==> config.mk <==
export PLATFORM = sky130hd
export DESIGN_NAME = trace_buffer
export DESIGN_NICKNAME = d
export VERILOG_FILES = /design/src/rtl/trace_pkg.sv /design/src/rtl/trace_fifo.sv /design/src/rtl/trace_buffer.sv
export SDC_FILE = /design/constraint.sdc
export NUM_CORES = 1
export LEC_CHECK = 0
export CAP_MARGIN = 40
export CORE_MARGIN = 5
export CORE_UTILIZATION = 53
export CTS_CLUSTER_DIAMETER = 100
export CTS_CLUSTER_SIZE = 40
export DETAILED_ROUTE_END_ITERATION = 6
export PLACE_DENSITY = 0.75
export SYNTH_ARGS = -nofsm -noshare
export SYNTH_HDL_FRONTEND = slang
export SYNTH_SLANG_ARGS = --single-unit
==> constraint.sdc <==
create_clock -name i_clk -period 5.7 [get_ports i_clk]
set_clock_uncertainty 0.1 [all_clocks]
set_input_delay 0.855 -clock i_clk [delete_from_list [all_inputs] [get_ports i_clk]]
set_output_delay 0.855 -clock i_clk [all_outputs]
set_load 0.03 [all_outputs]
==> src/rtl/trace_pkg.sv <==
// Shared types and defaults for the retirement-trace capture unit.
package trace_pkg;

  localparam int DEF_DEPTH = 16;
  localparam int DEF_SEQ_W = 16;

  typedef enum logic [1:0] {
    IDLE    = 2'd0,
    ARMED   = 2'd1,
    CAPTURE = 2'd2
  } state_t;

  typedef struct packed {
    logic [31:0]          pc;
    logic [DEF_SEQ_W-1:0] seq;
  } trace_entry_t;

endpackage

==> src/rtl/trace_fifo.sv <==
// First-word-fall-through FIFO of trace entries with flush; pointers carry an
// extra MSB so full and empty are distinguishable without a separate count.
module trace_fifo
  import trace_pkg::*;
#(
  parameter int  DEPTH   = DEF_DEPTH,
  parameter type entry_t = trace_entry_t
) (
  input  logic                     clk,
  input  logic                     reset,
  input  logic                     flush,
  input  logic                     push,
  input  logic                     pop,
  input  entry_t                   wdata,
  output entry_t                   rdata,
  output logic                     full,
  output logic                     empty,
  output logic [$clog2(DEPTH):0]   level
);

  localparam int AW = $clog2(DEPTH);

  entry_t        mem [DEPTH];
  logic [AW:0]   wr_ptr;
  logic [AW:0]   rd_ptr;
  logic          do_push;
  logic          do_pop;

  assign empty = (wr_ptr == rd_ptr);
  assign full  = (wr_ptr[AW] != rd_ptr[AW]) && (wr_ptr[AW-1:0] == rd_ptr[AW-1:0]);
  assign level = wr_ptr - rd_ptr;
  assign rdata = mem[rd_ptr[AW-1:0]];

  // A push into a full FIFO is accepted only when the head is leaving the same cycle.
  assign do_pop  = pop && !empty;
  assign do_push = push && (!full || do_pop);

  always_ff @(posedge clk) begin
    if (reset || flush) begin
      wr_ptr <= '0;
      rd_ptr <= '0;
    end else begin
      if (do_push) wr_ptr <= wr_ptr + 1'b1;
      if (do_pop)  rd_ptr <= rd_ptr + 1'b1;
    end
  end

  always_ff @(posedge clk) begin
    if (do_push && !flush) mem[wr_ptr[AW-1:0]] <= wdata;
  end

endmodule

==> src/rtl/trace_buffer.sv <==
// Captures retired-instruction PCs into a FIFO after an arm/trigger sequence,
// and keeps free-running cycle and retire counters for CPI measurement.
module trace_buffer
  import trace_pkg::*;
#(
  parameter int DEPTH = DEF_DEPTH,
  parameter int SEQ_W = DEF_SEQ_W
) (
  input  logic                     i_clk,
  input  logic                     i_reset,
  input  logic [31:0]              i_pc_debug,
  input  logic                     i_insn_vld,
  input  logic                     i_arm,
  input  logic                     i_stop,
  input  logic                     i_clear,
  input  logic [31:0]              i_trig_pc,
  output logic [1:0]               o_state,
  output logic                     o_trace_valid,
  input  logic                     i_trace_ready,
  output logic [31:0]              o_trace_pc,
  output logic [SEQ_W-1:0]         o_trace_seq,
  output logic [$clog2(DEPTH):0]   o_level,
  output logic                     o_ovf,
  output logic [SEQ_W-1:0]         o_drop_count,
  output logic [31:0]              o_retired_count,
  output logic [31:0]              o_cycle_count
);

  typedef struct packed {
    logic [31:0]      pc;
    logic [SEQ_W-1:0] seq;
  } entry_t;

  state_t  state;
  state_t  state_next;
  logic    trigger;
  logic    push;
  logic    pop;
  logic    drop;
  logic    full;
  logic    empty;
  entry_t  wdata;
  entry_t  head;

  always_ff @(posedge i_clk) begin
    if (i_reset) state <= IDLE;
    else         state <= state_next;
  end

  always_comb begin
    state_next = state;
    trigger    = 1'b0;
    if (i_clear || i_stop) begin
      state_next = IDLE;
    end else begin
      case (state)
        IDLE:    if (i_arm) state_next = ARMED;
        ARMED: begin
          if (i_insn_vld && (i_pc_debug == i_trig_pc)) begin
            trigger    = 1'b1;
            state_next = CAPTURE;
          end
        end
        CAPTURE: state_next = CAPTURE;
        default: state_next = IDLE;
      endcase
    end
  end

  // The trigger instruction itself is captured on the same edge that enters CAPTURE.
  assign push = !i_clear && i_insn_vld && ((state == CAPTURE) || trigger);
  assign pop  = o_trace_valid && i_trace_ready;
  assign drop = push && full && !pop;

  assign wdata.pc  = i_pc_debug;
  assign wdata.seq = o_retired_count[SEQ_W-1:0];

  trace_fifo #(
    .DEPTH   (DEPTH),
    .entry_t (entry_t)
  ) u_fifo (
    .clk   (i_clk),
    .reset (i_reset),
    .flush (i_clear),
    .push  (push),
    .pop   (pop),
    .wdata (wdata),
    .rdata (head),
    .full  (full),
    .empty (empty),
    .level (o_level)
  );

  assign o_state       = state;
  assign o_trace_valid = !empty;
  assign o_trace_pc    = o_trace_valid ? head.pc  : '0;
  assign o_trace_seq   = o_trace_valid ? head.seq : '0;

  always_ff @(posedge i_clk) begin
    if (i_reset || i_clear) begin
      o_cycle_count   <= '0;
      o_retired_count <= '0;
      o_ovf           <= 1'b0;
      o_drop_count    <= '0;
    end else begin
      o_cycle_count   <= o_cycle_count + 32'd1;
      o_retired_count <= o_retired_count + {31'd0, i_insn_vld};
      if (drop) begin
        o_ovf <= 1'b1;
        if (o_drop_count != {SEQ_W{1'b1}}) o_drop_count <= o_drop_count + 1'b1;
      end
    end
  end

endmodule

==> flow_summary.toml <==
[status]
status = "finished, final reports clean"

[yosys]
synth_top_family_by_area = "multiplexers"
synth_nets = 1788
synth_edf_count = 768
syn_avg_cell_area_sq_um = 20.0
synth-compound-area-share = 0.0136
yosys_warnings = 0
synth-simple-area-share = 0.0492
syn_area_sq_um = 33900
synth_seq_cells = 865
seq_area_frac_synth = 0.737
synth-xor-area-share = 0.0230
synth_fa_ha_area_frac = 0.00649
yosys.cell_types.count = 52
netlist_instances = 1700
muxShareOfSynthArea = 0.160
synthFlopType = "edfxtp_1"
async_flop_share = 0

[layout]
fillerInstances = 4343
drive_above_1_share = 0.192
stdcell_count = 2787
layout_common_cells = "edfxtp_1, mux4_2, clkdlybuf4s50_1, dfxtp_1, nor2_1"
final_common_cell = "edfxtp_1"
diodes = 0
seq_area_sq_um = 25000
nNetsFinal = 2015
areaGrowthSynthToFinish_pct = 13.5
multiInputGateArea_sq_um = 8680

[pwr]
power.density_nw_per_um2 = 258
ir_drop_v = 0.000259
p_leak_uw = 0.0117

[sta]
slew_headroom = 0.395
rsz0062_at_grt = "false"
fin_crit_sh = 0.817
final_hold_viol_count = 0
setup_violations = 0
clock.fmax_ghz = 0.215
worst_slew_pin_slew_ps = 906
setup-tns-final_ps = 0
finalCriticalPeriod_ps = 4660
slew_violations = 0

[global_routing]
grt_pass1_wl_um = 113000
antenna_found_initial = 3
track_usage = 0.213
grt_max_degree = 86
grt-ovfl-total = 0
grt_pass1_vias = 17600

[place]
hpwl_um = 46800
routabilityCongestion = 0.789
dp.cells = 2742
port_buffers = 207

[cts]
postCtsHoldBufs = 0
cts_tree = "built"
h-tree-depth = 1
cts_sinks = 865
cts_buffers = 29
cts_buffer_depth = 3
insertion_delay_ps = 630
post-cts-setup-buffer-count = 0
clkTransAtPathRegs_ps = 140
cts_root_buf = "clkbuf_16"
cts_resized = 0

[worst_setup_path]
end_kind = "primary output"
crit_fanout = 32
cp-start-kind = "flip-flop"
crit_type = "flip-flop to primary output"
cp_data_required_time_ps = 4740
cp.arrival_ps = 3700

[min_path]
hp-class = "flip-flop to flip-flop"

[die]
initial_utilization = 0.537
die-width_um = 263
die_h_um = 263
coreArea_sq_um = 63200
dieArea_sq_um = 69200
ios = 208
row_count = 92

[detailed_routing]
wl_um = 75200
num_vias = 17000
drt_iter0_markers = 1741
remaining_drc_errors = 0
vias_per_cell = 6.08
ant_nets = 0
wl_per_cell_um = 27.0
first_pass_iters = 5

[flow_run]
drv_cap = 0
worst paths after layout:
kind / start / endpoint / slack (ps) / cells past startpoint
worst min register to register: o_cycle_count[0] / o_cycle_count[0] / 390 / 1
worst max register to register: u_fifo.wr_ptr[2] / u_fifo.mem[6][32] / 2000 / 9
worst min-delay path: o_cycle_count[0] / o_cycle_count[0] / 390 / 1
worst max-delay path: flip-flop / o_trace_pc[14] / 1040 / 5
logic make-up after synthesis:
| family | after synthesis |
|---|---|
| adder cells (fa/ha/maj) | 17 |
| multiplexers | 241 |
| flip-flops | 865 |
| buffers and inverters | 93 |
| AND/OR/NAND/NOR | 319 |
| AO/OA/AOI/OAI | 76 |
| XOR/XNOR | 89 |
Yosys cell counts, types with 17 or more instances:
cell type    n  area [sq um]
a21oi_1     31           155
and2_1      52           325
buf_2       20           100
clkbuf_1    37           139
dfxtp_1     97          1940
edfxtp_1   768         23100
inv_1       20          75.1
mux4_2     240          5410
nand2_1     44           165
nand3_1     37           185
nand4_1     24           150
nor2_1      88           330
o21ai_0     17          85.1
or3_1       21           131
xnor2_1     44           385
xor2_1      45           394
layer usage:
| metal | global-route usage | share of wire | routed length, um | vias up |
|---|---|---|---|---|
| li1 | - | - | - | 7281 |
| met1 | 0.298 | 0.40 | 29800 | 8910 |
| met2 | 0.358 | 0.50 | 37900 | 689 |
| met3 | 0.0429 | 0.078 | 5850 | 76 |
| met4 | 0.0411 | 0.022 | 1620 | 2 |
| met5 | 0 | 0.00011 | 8 | - |
cell type report:
cell class | instances | area share
flip-flops and latches | 865 | 0.650
clock inverters | 11 | 0.00491
repair buffers | 268 | 0.0710
well taps | 846 | 0.0275
multi-input cells | 742 | 0.225
inverters | 21 | 0.00205
clock buffers | 34 | 0.0196
metrics by stage:
stage	utilization	power, uW	hold slack, ps	cell area (sq um)	worst slack [ps]
global placement	0.593	7180	359	37500	1010
detailed placement	0.594	7180	364	37600	959
finish	0.609	9940	388	38500	1040
floorplan	-	7040	399	34000	1020
global route	0.609	10200	412	38500	820
CTS	0.609	10000	393	38500	936
worst max-delay path: stages (launching register included):
cell             delay (ps)
dfxtp_4                 580
buf_4                   590
mux4_2                  620
mux4_2                  480
and2_1                  170
clkdlybuf4s50_1         600
state kept, by name, summed over array words and instances (netlist names), named ones only:
name             flops
o_drop_count        16
o_ovf                1
o_state              2
u_fifo.wr_ptr        5
u_fifo.rd_ptr        5
o_cycle_count       32
o_retired_count     32
u_fifo.mem         768
where the power goes:
| group | internal (uW) | total [uW] | switching [uW] |
|---|---|---|---|
| combinational | 71.7 | 187 | 115 |
| clock | 1030 | 2900 | 1880 |
| sequential | 6850 | 6850 | 2.03 |
Power figures use the tool's default switching activity.
